File: config.mk
export PLATFORM = sky130hd
export DESIGN_NAME = gray_code_tx
export DESIGN_NICKNAME = d
export VERILOG_FILES = /design/src/rtl/gray_code_tx.sv
export SDC_FILE = /design/constraint.sdc
export NUM_CORES = 1
export LEC_CHECK = 0
export ABC_CLOCK_PERIOD_IN_PS = 2500
export CAP_MARGIN = 20
export CORE_MARGIN = 5
export CORE_UTILIZATION = 46
export DETAILED_ROUTE_END_ITERATION = 6
export PLACE_DENSITY = 0.76
export SYNTH_ARGS = -nofsm -noshare
export SYNTH_HDL_FRONTEND = slang
export SYNTH_SLANG_ARGS = --single-unit
File: constraint.sdc
create_clock -name clk -period 2.5 [get_ports clk]
set_input_delay 0.5 -clock clk [delete_from_list [all_inputs] [get_ports clk]]
set_output_delay 0.5 -clock clk [all_outputs]
set_load 0.01 [all_outputs]
File: src/rtl/gray_code_tx.sv
// gray_code_tx: source-side event counter published as registered Gray code, with a four-phase clear handshake.
// Ports:
//   clk, resetn      source clock, asynchronous active-low reset
//   en, inc          count enable and single-cycle increment request
//   clr              clear request, honoured only while not busy
//   clr_ack          destination acknowledge (asynchronous, synchronized here)
//   clr_req          registered clear request to the destination
//   busy             clear handshake in progress
//   cnt_bin          registered binary count
//   cnt_gray         registered Gray image of cnt_bin for the crossing
//   wrap             one-cycle pulse on all-ones -> 0
//   ovf              sticky wrap flag, cleared by a clear
//   drop             sticky flag for increments discarded by a clear or while busy
module gray_code_tx #(
  parameter int WIDTH = 28
) (
  input  logic             clk,
  input  logic             resetn,
  input  logic             en,
  input  logic             inc,
  input  logic             clr,
  input  logic             clr_ack,
  output logic             clr_req,
  output logic             busy,
  output logic [WIDTH-1:0] cnt_bin,
  output logic [WIDTH-1:0] cnt_gray,
  output logic             wrap,
  output logic             ovf,
  output logic             drop
);
  typedef enum logic [1:0] {RUN, REQ, REL} state_t;
  state_t           r_state, w_state_nxt;
  logic [1:0]       r_ack_sync;
  logic [WIDTH-1:0] r_bin, r_gray, w_bin_nxt;
  logic             r_req, r_wrap, r_ovf, r_drop;
  logic             w_wrap_nxt, w_ovf_nxt, w_drop_nxt, w_inc, w_ack_s;
  assign w_inc   = en & inc;
  assign w_ack_s = r_ack_sync[1];
  always_ff @(posedge clk or negedge resetn) begin
    if (!resetn) r_state <= RUN;
    else         r_state <= w_state_nxt;
  end
  always_comb begin
    w_state_nxt = r_state;
    w_bin_nxt   = r_bin;
    w_wrap_nxt  = 1'b0;
    w_ovf_nxt   = r_ovf;
    w_drop_nxt  = r_drop | w_inc;
    case (r_state)
      RUN: begin
        w_drop_nxt = r_drop;
        if (clr) begin
          // a coincident increment is lost, so drop is set even as the clear wipes the flags
          w_state_nxt = REQ;
          w_bin_nxt   = '0;
          w_ovf_nxt   = 1'b0;
          w_drop_nxt  = w_inc;
        end else if (w_inc) begin
          w_bin_nxt  = r_bin + 1'b1;
          w_wrap_nxt = &r_bin;
          w_ovf_nxt  = r_ovf | (&r_bin);
        end
      end
      REQ:     w_state_nxt = w_ack_s ? REL : REQ;
      REL:     w_state_nxt = w_ack_s ? REL : RUN;
      default: w_state_nxt = RUN;
    endcase
  end
  always_ff @(posedge clk or negedge resetn) begin
    if (!resetn) begin
      r_ack_sync <= '0;
      r_bin      <= '0;
      r_gray     <= '0;
      r_req      <= 1'b0;
      r_wrap     <= 1'b0;
      r_ovf      <= 1'b0;
      r_drop     <= 1'b0;
    end else begin
      r_ack_sync <= {r_ack_sync[0], clr_ack};
      r_bin      <= w_bin_nxt;
      r_gray     <= w_bin_nxt ^ (w_bin_nxt >> 1);
      r_req      <= (w_state_nxt == REQ);
      r_wrap     <= w_wrap_nxt;
      r_ovf      <= w_ovf_nxt;
      r_drop     <= w_drop_nxt;
    end
  end
  assign clr_req  = r_req;
  assign busy     = (r_state != RUN);
  assign cnt_bin  = r_bin;
  assign cnt_gray = r_gray;
  assign wrap     = r_wrap;
  assign ovf      = r_ovf;
  assign drop     = r_drop;
endmodule

==> results of run 1 <==
[layout make-up]
class / count / area, sq um
clock buffer: 13 / 158.9
fill: 540 / 2303
inverter: 12 / 45.04
clock inverter: 3 / 65.06
timing repair buffer: 113 / 1008
multi-input combinational: 219 / 1424
tap: 80 / 100.1
sequential: 63 / 1577
[logic make-up after synthesis]
family                     Yosys count
and+or+nand+nor                    107
AOI/OAI and AO/OA                   87
DFF                                 63
buffers and inverters               28
xor gates and xnor gates            21
muxes                                3
adders and majority gates            1
[power by group through the flow]
stage / clock network [W] / registers [W] / logic, W
floorplan: 0 / 0.00118 / 0.000224
finish: 0.000998 / 0.00113 / 0.000538
global placement: 0 / 0.00114 / 0.000534
detailed placement: 0 / 0.00114 / 0.000541
global route: 0.00106 / 0.00114 / 0.000588
CTS: 0.00102 / 0.00113 / 0.000546
[worst max-delay path by stage]
stage	from	end	depth (start not counted)
2_1_floorplan	r_state[1]	cnt_gray[25]	6
3_3_place_gp	en	cnt_gray[25]	6
3_5_place_dp	en	cnt_gray[25]	6
4_1_cts	en	cnt_gray[25]	6
5_1_grt	en	cnt_gray[24]	7
6_report	en	cnt_gray[25]	6
[timing repair]
action	CTS	global route
hold buffers	0	0
gates resized for setup	0	2
endpoints found under the setup margin	0	6
[registers in the layout (all words and copies together) (netlist names)]
register and flops:
clr_req 1, cnt_bin 28, cnt_gray 27, drop 1
ovf 1, r_ack_sync 2, r_state 2, wrap 1
[cell usage after synthesis (all sizes together) (2+ instances only)]
| cell | instances |
|---|---|
| buf | 5 |
| dfrtp | 63 |
| mux2i | 2 |
| clkbuf | 11 |
| or3 | 4 |
| o21a | 4 |
| nand4 | 12 |
| a21oi | 29 |
| and3 | 4 |
| a211o | 8 |
| xnor2 | 13 |
| o31ai | 9 |
| nand2 | 22 |
| nor3 | 6 |
| nand3 | 15 |
| and4 | 4 |
| inv | 12 |
| o21ai | 12 |
| nor2 | 11 |
| xor2 | 8 |
| and2 | 3 |
| o31a | 7 |
| o211ai | 14 |
| or4 | 11 |
| nor4 | 10 |
[metrics by stage]
| step | hold WS, ns | TNS, ns | utilization (%) | power [W] |
|---|---|---|---|---|
| after global placement | 0.3336 | -2.847 | 62.12 | 0.001677 |
| final | 0.2919 | 0 | 65.52 | 0.002662 |
| after detailed placement | 0.3355 | -3.535 | 62.12 | 0.001685 |
| after global routing | 0.3707 | 0 | 65.52 | 0.002789 |
| after floorplan | 0.2044 | 0 | - | 0.001402 |
| after CTS | 0.3391 | 0 | 65.47 | 0.002691 |
[metal layers]
metal,share of wire (%),track usage [%],vias up
li1,-,-,1382
met1,41,24.65,1400
met2,50,33.45,98
met3,7.1,4.758,11
met4,1.8,8.663,0
met5,0,0,-
==> results.toml, run 1 <==
[die]
rows = 30
core_area_sq_mm = 0.006681
ios = 67
die_w_um = 92.22
initial_core_util_pct = 46.54
die_area_sq_mm = 0.008504
die_h_um = 92.22

[global_route]
grt_pass1_wl_um = 13570
grt_pass1_vias = 2886
grtUsageTotal_pct = 20.02
grt_max_degree = 64
antenna_found_initial = 0
grt_overflow_total = 0

[placed_design]
hpwl_um = 5823
port_buffers = 66
place_congestion = 0.9009
place_inst = 487
pre_cts_ws_ns = -0.3438
place_area_sq_mm = 0.004150

[clock_tree]
cts_tree = "yes"
ctsHtreeMaxLevel = 3
numCtsBuffers = 9
clockBufferDepth = 2
clkLatencyLatePin_ns = 0.34
cts_setup_buffers = 0
clk_pin_slew_ns = 0.07
cts_root_buf = "clkbuf_8"
clkSinkCount = 63

[status]
status = "finished clean"

[synthesis]
ys_ff_latch = 63
synthTopCellsByArea = "dfrtp_1, a21oi_1, xnor2_1"
ys_seq_area_share_pct = 50.70
yosys_most_used_dff = "dfrtp_1"
synth_area_sq_mm = 0.003109
yosysTopAreaCell = "dfrtp_1"
muxShareOfSynthArea_pct = 1.006
synth_compound_gate_area_share_pct = 18.47
synth-async-reset-ratio_pct = 100.0
synth_enable_flop_cells = 0
synth-simple-area-share_pct = 19.88
synthCells = 310
synth_nets = 317
avgSynthCellArea_sq_um = 10.03
synth_top_family_by_area = "simple AND/OR/NAND/NOR gates"
synth_cell_type_count = 43
ys_warn_count = 0
synthAdderAreaFrac_pct = 0.4024
yosysTopAreaCellShare_pct = 50.70
synthXorXnorAreaFrac_pct = 5.915

[setup_path]
r2r_end = "cnt_gray[25]"
start_kind = "primary input"
reg2reg_depth = 5
cp-end-kind = "flip-flop"
cpPeakStageDelay_ns = 0.58
cpLargestDelayFamily = "simple AND/OR/NAND/NOR gates"
critical-path-slowest-cell = "or4_4"
cpMostUsedCell = "or4_4"
required_ns = 2.77
crit_type = "in -> reg"
ff2ff_setup_slack_ns = 0.22
cp_num_buf_inv = 1
arrival_ns = 2.72
rr_startpoint = "r_state[0]"
path_cells = "clkdlybuf4s50_1, nand4bb_4, or4_4, or4_4, a211o_1, a21oi_2"
critPathMaxFanout = 5

[power_and_ir_drop]
seq_power_share_pct = 42.3
p_per_area_mw_per_mm2 = 608.1
p_int_w = 0.001944
pwr-share-clk_pct = 37.5
power_frac_comb_pct = 20.2
power.leakage_nw = 1.871
power_switching_w = 0.0007185
p_sw_share_pct = 26.99
ir_drop_mv = 0.5284

[route]
ant_nets = 0
viasPerCell = 5.748
wirelength_um = 8070
drt_iter0_drc = 163
vias = 2891
routedWlPerCell_um = 16.04
route.detailed.drc = 0
first_pass_iters = 4

[cells_and_area]
layout-drive-gt1-share_pct = 17.02
fin_cells = 503
nNetsFinal = 425
final_cell_mix = "clkdlybuf4s50_1, dfrtp_1, buf_4, a21oi_1, nand2_1"
fin_area_sq_mm = 0.004378
antenna_cells = 0
layout_commonest_cell = "clkdlybuf4s50_1"
areaGrowthSynthToFinish_pct = 40.80

[sta]
setup_ws_ns = 0.04852
finalHoldViolCount = 0
fin_crit_ns = 2.451
fin_skew_ns = 0.01051
setup_viol = 0
maxSlewHeadroom_pct = 48.16
rsz0062_at_grt = "false"
drv_slew = 0
worstMarginPinSlew_ns = 0.7776
fin_crit_sh_pct = 98.06
fmax_mhz = 407.9

[run]
maxCapViolCount = 0

[worst_hold_path]
hold_class = "in -> async"
Note: power is estimated with default switching activity, not from simulation.
==> inputs of run 2 (changes only) <==
CORE_MARGIN = not set   (was 5)
==> run 2 against run 1 <==
  * The run now ends with DRC left
  * Sequential power is essentially flat
  * Clock skew grew 0.0033 ns
  * Fmax shrank 0.16%
  * Worst setup slack lost 0.0039 ns
  * Count of clock-buffer cells in the layout shrank 2
  * Sequential share of layout area grew 0.34 points
  * Utilization grew 2.0 points
  * Combinational power shrank 6.5%
  * Cell area shrank 0.94%
  * Global-route usage grew 4.5 points
  * Power shrank 4.1%
  * First-iteration DRC count shrank 26%
==> results.toml, run 2 (same netlist as run 1, synthesis figures left out) <==
[clock_tree]
clockBufferDepth = 2
clkSinkCount = 63
numCtsBuffers = 9
ctsHtreeMaxLevel = 3
clk_pin_slew_ns = 0.07
clkLatencyLatePin_ns = 0.35
cts_root_buf = "clkbuf_8"
cts_tree = "yes"
ctsHoldBuffers = 0
cts_setup_buffers = 0

[setup_path]
required_ns = 2.78
critical-path-slowest-cell = "or4_1"
cp-end-kind = "flip-flop"
crit_type = "in -> reg"
arrival_ns = 2.73
critPathMaxFanout = 4
path_cells = "clkdlybuf4s50_1, nand4bb_4, or4_1, or4_4, a211o_1, a21oi_2"
start_kind = "primary input"
cpPeakStageDelay_ns = 0.60
reg2reg_depth = 5

[global_route]
grt_max_degree = 30
antenna_found_initial = 0
grtUsageTotal_pct = 24.56
grt_pass1_vias = 2809
grt_pass1_wl_um = 13600
grt_overflow_total = 0

[die]
die_area_sq_mm = 0.007092
rows = 29
die_w_um = 84.22
ios = 67
die_h_um = 84.22
initial_core_util_pct = 48.41
core_area_sq_mm = 0.006422

[sta]
worstMarginPinSlew_ns = 0.5681
rsz0062_at_grt = "false"
setup_viol = 0
tns_ns = 0
drv_slew = 0
fin_crit_sh_pct = 98.22
fin_skew_ns = 0.01380
fin_crit_ns = 2.455
maxSlewHeadroom_pct = 62.12
worst_hold_slack_ns = 0.1419
finalHoldViolCount = 0
fmax_mhz = 407.3

[status]
violations = "DRC"
status = "finished with violations"

[placed_design]
port_buffers = 66
place_area_sq_mm = 0.004129
place_inst = 480
place_congestion = 0.8444
hpwl_um = 5759

[route]
routedWlPerCell_um = 15.97
route.detailed.drc = 6
vias = 2857
dr_wl_met2_um = 3842
ant_nets = 0
wirelength_um = 7923
wl_met1_um = 3547
wl_met3_um = 386
top_layer = "met4"
drt_iter0_drc = 121
viasPerCell = 5.760
first_pass_iters = 6

[cells_and_area]
fin_cells = 496
layout-drive-gt1-share_pct = 16.47
nNetsFinal = 421
final_cell_mix = "clkdlybuf4s50_1, dfrtp_1, buf_4, a21oi_1, nand2_1"
layout_commonest_cell = "clkdlybuf4s50_1"
areaGrowthSynthToFinish_pct = 39.48
fin_area_sq_mm = 0.004337
largest_register_ffs = 28
antenna_cells = 0

[run]
maxCapViolCount = 0

[power_and_ir_drop]
power.leakage_nw = 1.845
ir_drop_mv = 0.3781
p_per_area_mw_per_mm2 = 589.0

[worst_hold_path]
hold_class = "in -> async"
==> run 2: cell type report <==
cell class	instances	area, sq um
Fill cell	500	2086
Sequential cell	63	1577
Multi-Input combinational cell	219	1420
Timing Repair Buffer	109	991.0
Clock buffer	11	151.4
Tap cell	77	96.34
Clock inverter	5	56.30
Inverter	12	45.04
==> run 2: worst paths after layout <==
kind                               startpoint  slack, ns            end
worst max-delay path                      inc       0.04   cnt_gray[25]
worst min-delay path                   resetn       0.14    cnt_gray[3]
worst max register to register     r_state[1]       0.17   cnt_gray[25]
worst min register to register  r_ack_sync[0]       0.35  r_ack_sync[1]
max in group asynchronous              resetn       1.79   cnt_gray[18]
min in group clk                r_ack_sync[0]       0.35  r_ack_sync[1]
==> run 2: where the power goes <==
| part | switching [W] | total, W | internal (W) |
|---|---|---|---|
| Combinational | 0.000270 | 0.000503 | 0.000232 |
| Sequential | 0.0000542 | 0.00114 | 0.00108 |
| Clock | 0.000402 | 0.000915 | 0.000512 |
==> run 2: metal layers <==
layer	GRT usage [%]	up-vias
met1	32.36	1383
met3	5.703	13
met4	11.13	0
met5	0	-
met2	38.90	84
li1	-	1377
==> run 2: timing repair <==
item | CTS | global route
endpoints found under the hold margin | 0 | 0
gates resized for setup | 0 | 1
setup endpoints to repair | 0 | 1
==> run 2: through the flow <==
stage               total power (W)  util [%]  worst slack [ns]
floorplan                  0.001402         -            0.1619
global placement           0.001645     64.29           -0.2610
detailed placement         0.001659     64.29           -0.3109
CTS                        0.002570     67.52           0.04110
global route               0.002672     67.52          0.001853
finish                     0.002554     67.52           0.04461
==> run 2: worst max-delay path, delay by kind of cell <==
kind / cells / cell delay, ns
buf+inv: 1 / 0.54
simple gates: 3 / 1.23
compound gates: 2 / 0.46
==> inputs of run 3 (changes only) <==
ABC_CLOCK_PERIOD_IN_PS = 3150   (was 2500)
CORE_UTILIZATION = 50   (was 46)
PLACE_DENSITY = 0.79   (was 0.76)
clock period = 3.15 ns   (was 2.5 ns; I/O delays follow)
==> run 3 against run 2 <==
  * The run now ends clean
  * Non-clock buffer count fell by 32
  * Largest cell class unchanged
  * Power fell by 12%
  * Via count fell by 2.8%
  * Cell count fell by 6.9%
  * Register-to-register slack improved by 0.43 ns
  * Utilization rose by 2.2 points
==> results.toml, run 3 (same netlist as run 1, synthesis figures left out) <==
[sta]
fin_skew_ns = 0.007607
fin_crit_ns = 2.677
setup_ws_ns = 0.4727
drv_slew = 0
worstMarginPinSlew_ns = 0.7165
setup_viol = 0
rsz0062_at_grt = "false"
finalHoldViolCount = 0
maxSlewHeadroom_pct = 52.23
fmax_mhz = 373.5
fin_crit_sh_pct = 84.99
tns_ns = 0

[die]
ios = 67
die_h_um = 80.86
rows = 28
die_area_sq_mm = 0.006538
initial_core_util_pct = 52.21
die_w_um = 80.86
core_area_sq_mm = 0.005956

[clock_tree]
ctsHtreeMaxLevel = 3
clkLatencyLatePin_ns = 0.34
ctsHoldBuffers = 0
ctsResizeCount = 0
clkSinkCount = 63
cts_tree = "yes"
numCtsBuffers = 9
clk_pin_slew_ns = 0.07
clockBufferDepth = 2
cts_setup_buffers = 0
cts_root_buf = "clkbuf_8"

[route]
viasPerCell = 6.013
first_pass_iters = 5
ant_nets = 0
wirelength_um = 7520
routedWlPerCell_um = 16.28
route.detailed.drc = 0
vias = 2778
drt_iter0_drc = 205

[global_route]
antenna_found_initial = 0
grt_max_degree = 33
grt_overflow_total = 0
grt_pass1_vias = 2495
grt_pass1_wl_um = 12200
grtUsageTotal_pct = 24.87

[setup_path]
critical-path-slowest-cell = "or4_1"
cp-end-kind = "flip-flop"
required_ns = 3.42
start_kind = "primary input"
path_cells = "clkdlybuf4s50_1, nand4bb_4, or4_1, buf_4, nor3_1, o211ai_1, a21oi_1"
cpPeakStageDelay_ns = 0.64
critPathMaxFanout = 5
rr_startpoint = "cnt_bin[0]"
cp_num_buf_inv = 2
ff2ff_setup_slack_ns = 0.60
cpLargestDelayFamily = "simple AND/OR/NAND/NOR gates"
r2r_end = "cnt_gray[26]"
arrival_ns = 2.95
reg2reg_depth = 6
crit_type = "in -> reg"

[status]
status = "finished clean"

[power_and_ir_drop]
power.leakage_nw = 1.716
p_per_area_mw_per_mm2 = 538.8
ir_drop_mv = 0.3337

[cells_and_area]
areaGrowthSynthToFinish_pct = 33.56
layout_commonest_cell = "clkdlybuf4s50_1"
largest_register_ffs = 28
antenna_cells = 0
layout-drive-gt1-share_pct = 9.561
final_cell_mix = "clkdlybuf4s50_1, dfrtp_1, a21oi_1, nand2_1, nand3_1"
nNetsFinal = 389

[placed_design]
hpwl_um = 5116
port_buffers = 66
pre_cts_ws_ns = 0.1656
place_congestion = 0.7969

[run]
maxCapViolCount = 0

[worst_hold_path]
hold_class = "in -> async"
==> run 3: worst max path at each step <==
stage	endpoint	cells past startpoint	from
after floorplan	cnt_gray[25]	6	en
after global placement	cnt_gray[25]	6	en
after detailed placement	cnt_gray[25]	6	en
after CTS	cnt_gray[23]	7	en
after global routing	cnt_gray[15]	6	en
final	cnt_gray[23]	7	en
==> run 3: final cells by class <==
cell class                 count  area (sq um)
clock inverter                 5         127.6
timing repair buffer          77         738.2
fill                         451          1803
sequential                    63          1577
tap                           75         93.84
multi-input combinational    219          1420
clock buffer                  11         151.4
inverter                      12         45.04
==> run 3: worst register-to-register path, stage by stage (launching register included) <==
cell and delay, ns:
dfrtp_1 0.48, ha_1 0.31, nand4_1 0.22, or4_2 0.72, o21a_1 0.23, o21ai_0 0.33, xnor2_1 0.15
==> run 3: where the power goes <==
part           leakage (nW)  internal [W]  switching [W]
combinational         0.714      0.000161       0.000205
sequential            0.866      0.000859      0.0000539
clock                 0.136      0.000649       0.000310
total                  1.72       0.00167       0.000569
==> run 3: layer usage <==
layer	wire, um	up-vias	GRT usage, %	part of all wire [%]
met2	3507	115	37.56	47
met5	0	-	0	0
met4	154	0	9.643	2.0
li1	-	1311	-	-
met3	463	17	5.955	6.2
met1	3393	1335	34.50	45
==> run 3: metrics by stage <==
| step | hold WS, ns | power [W] | std cells | utilization, % | instance area (sq um) |
|---|---|---|---|---|---|
| 3_5_place_dp | 0.3464 | 0.001296 | 446 | 65.04 | 3874 |
| 2_1_floorplan | 0.3312 | 0.001113 | 310 | - | 3109 |
| 4_1_cts | 0.3624 | 0.002243 | 462 | 69.73 | 4153 |
| 3_3_place_gp | 0.3339 | 0.001284 | 446 | 65.04 | 3874 |
| 6_report | 0.3382 | 0.002237 | 462 | 69.73 | 4153 |
| 5_1_grt | 0.3632 | 0.002321 | 462 | 69.73 | 4153 |
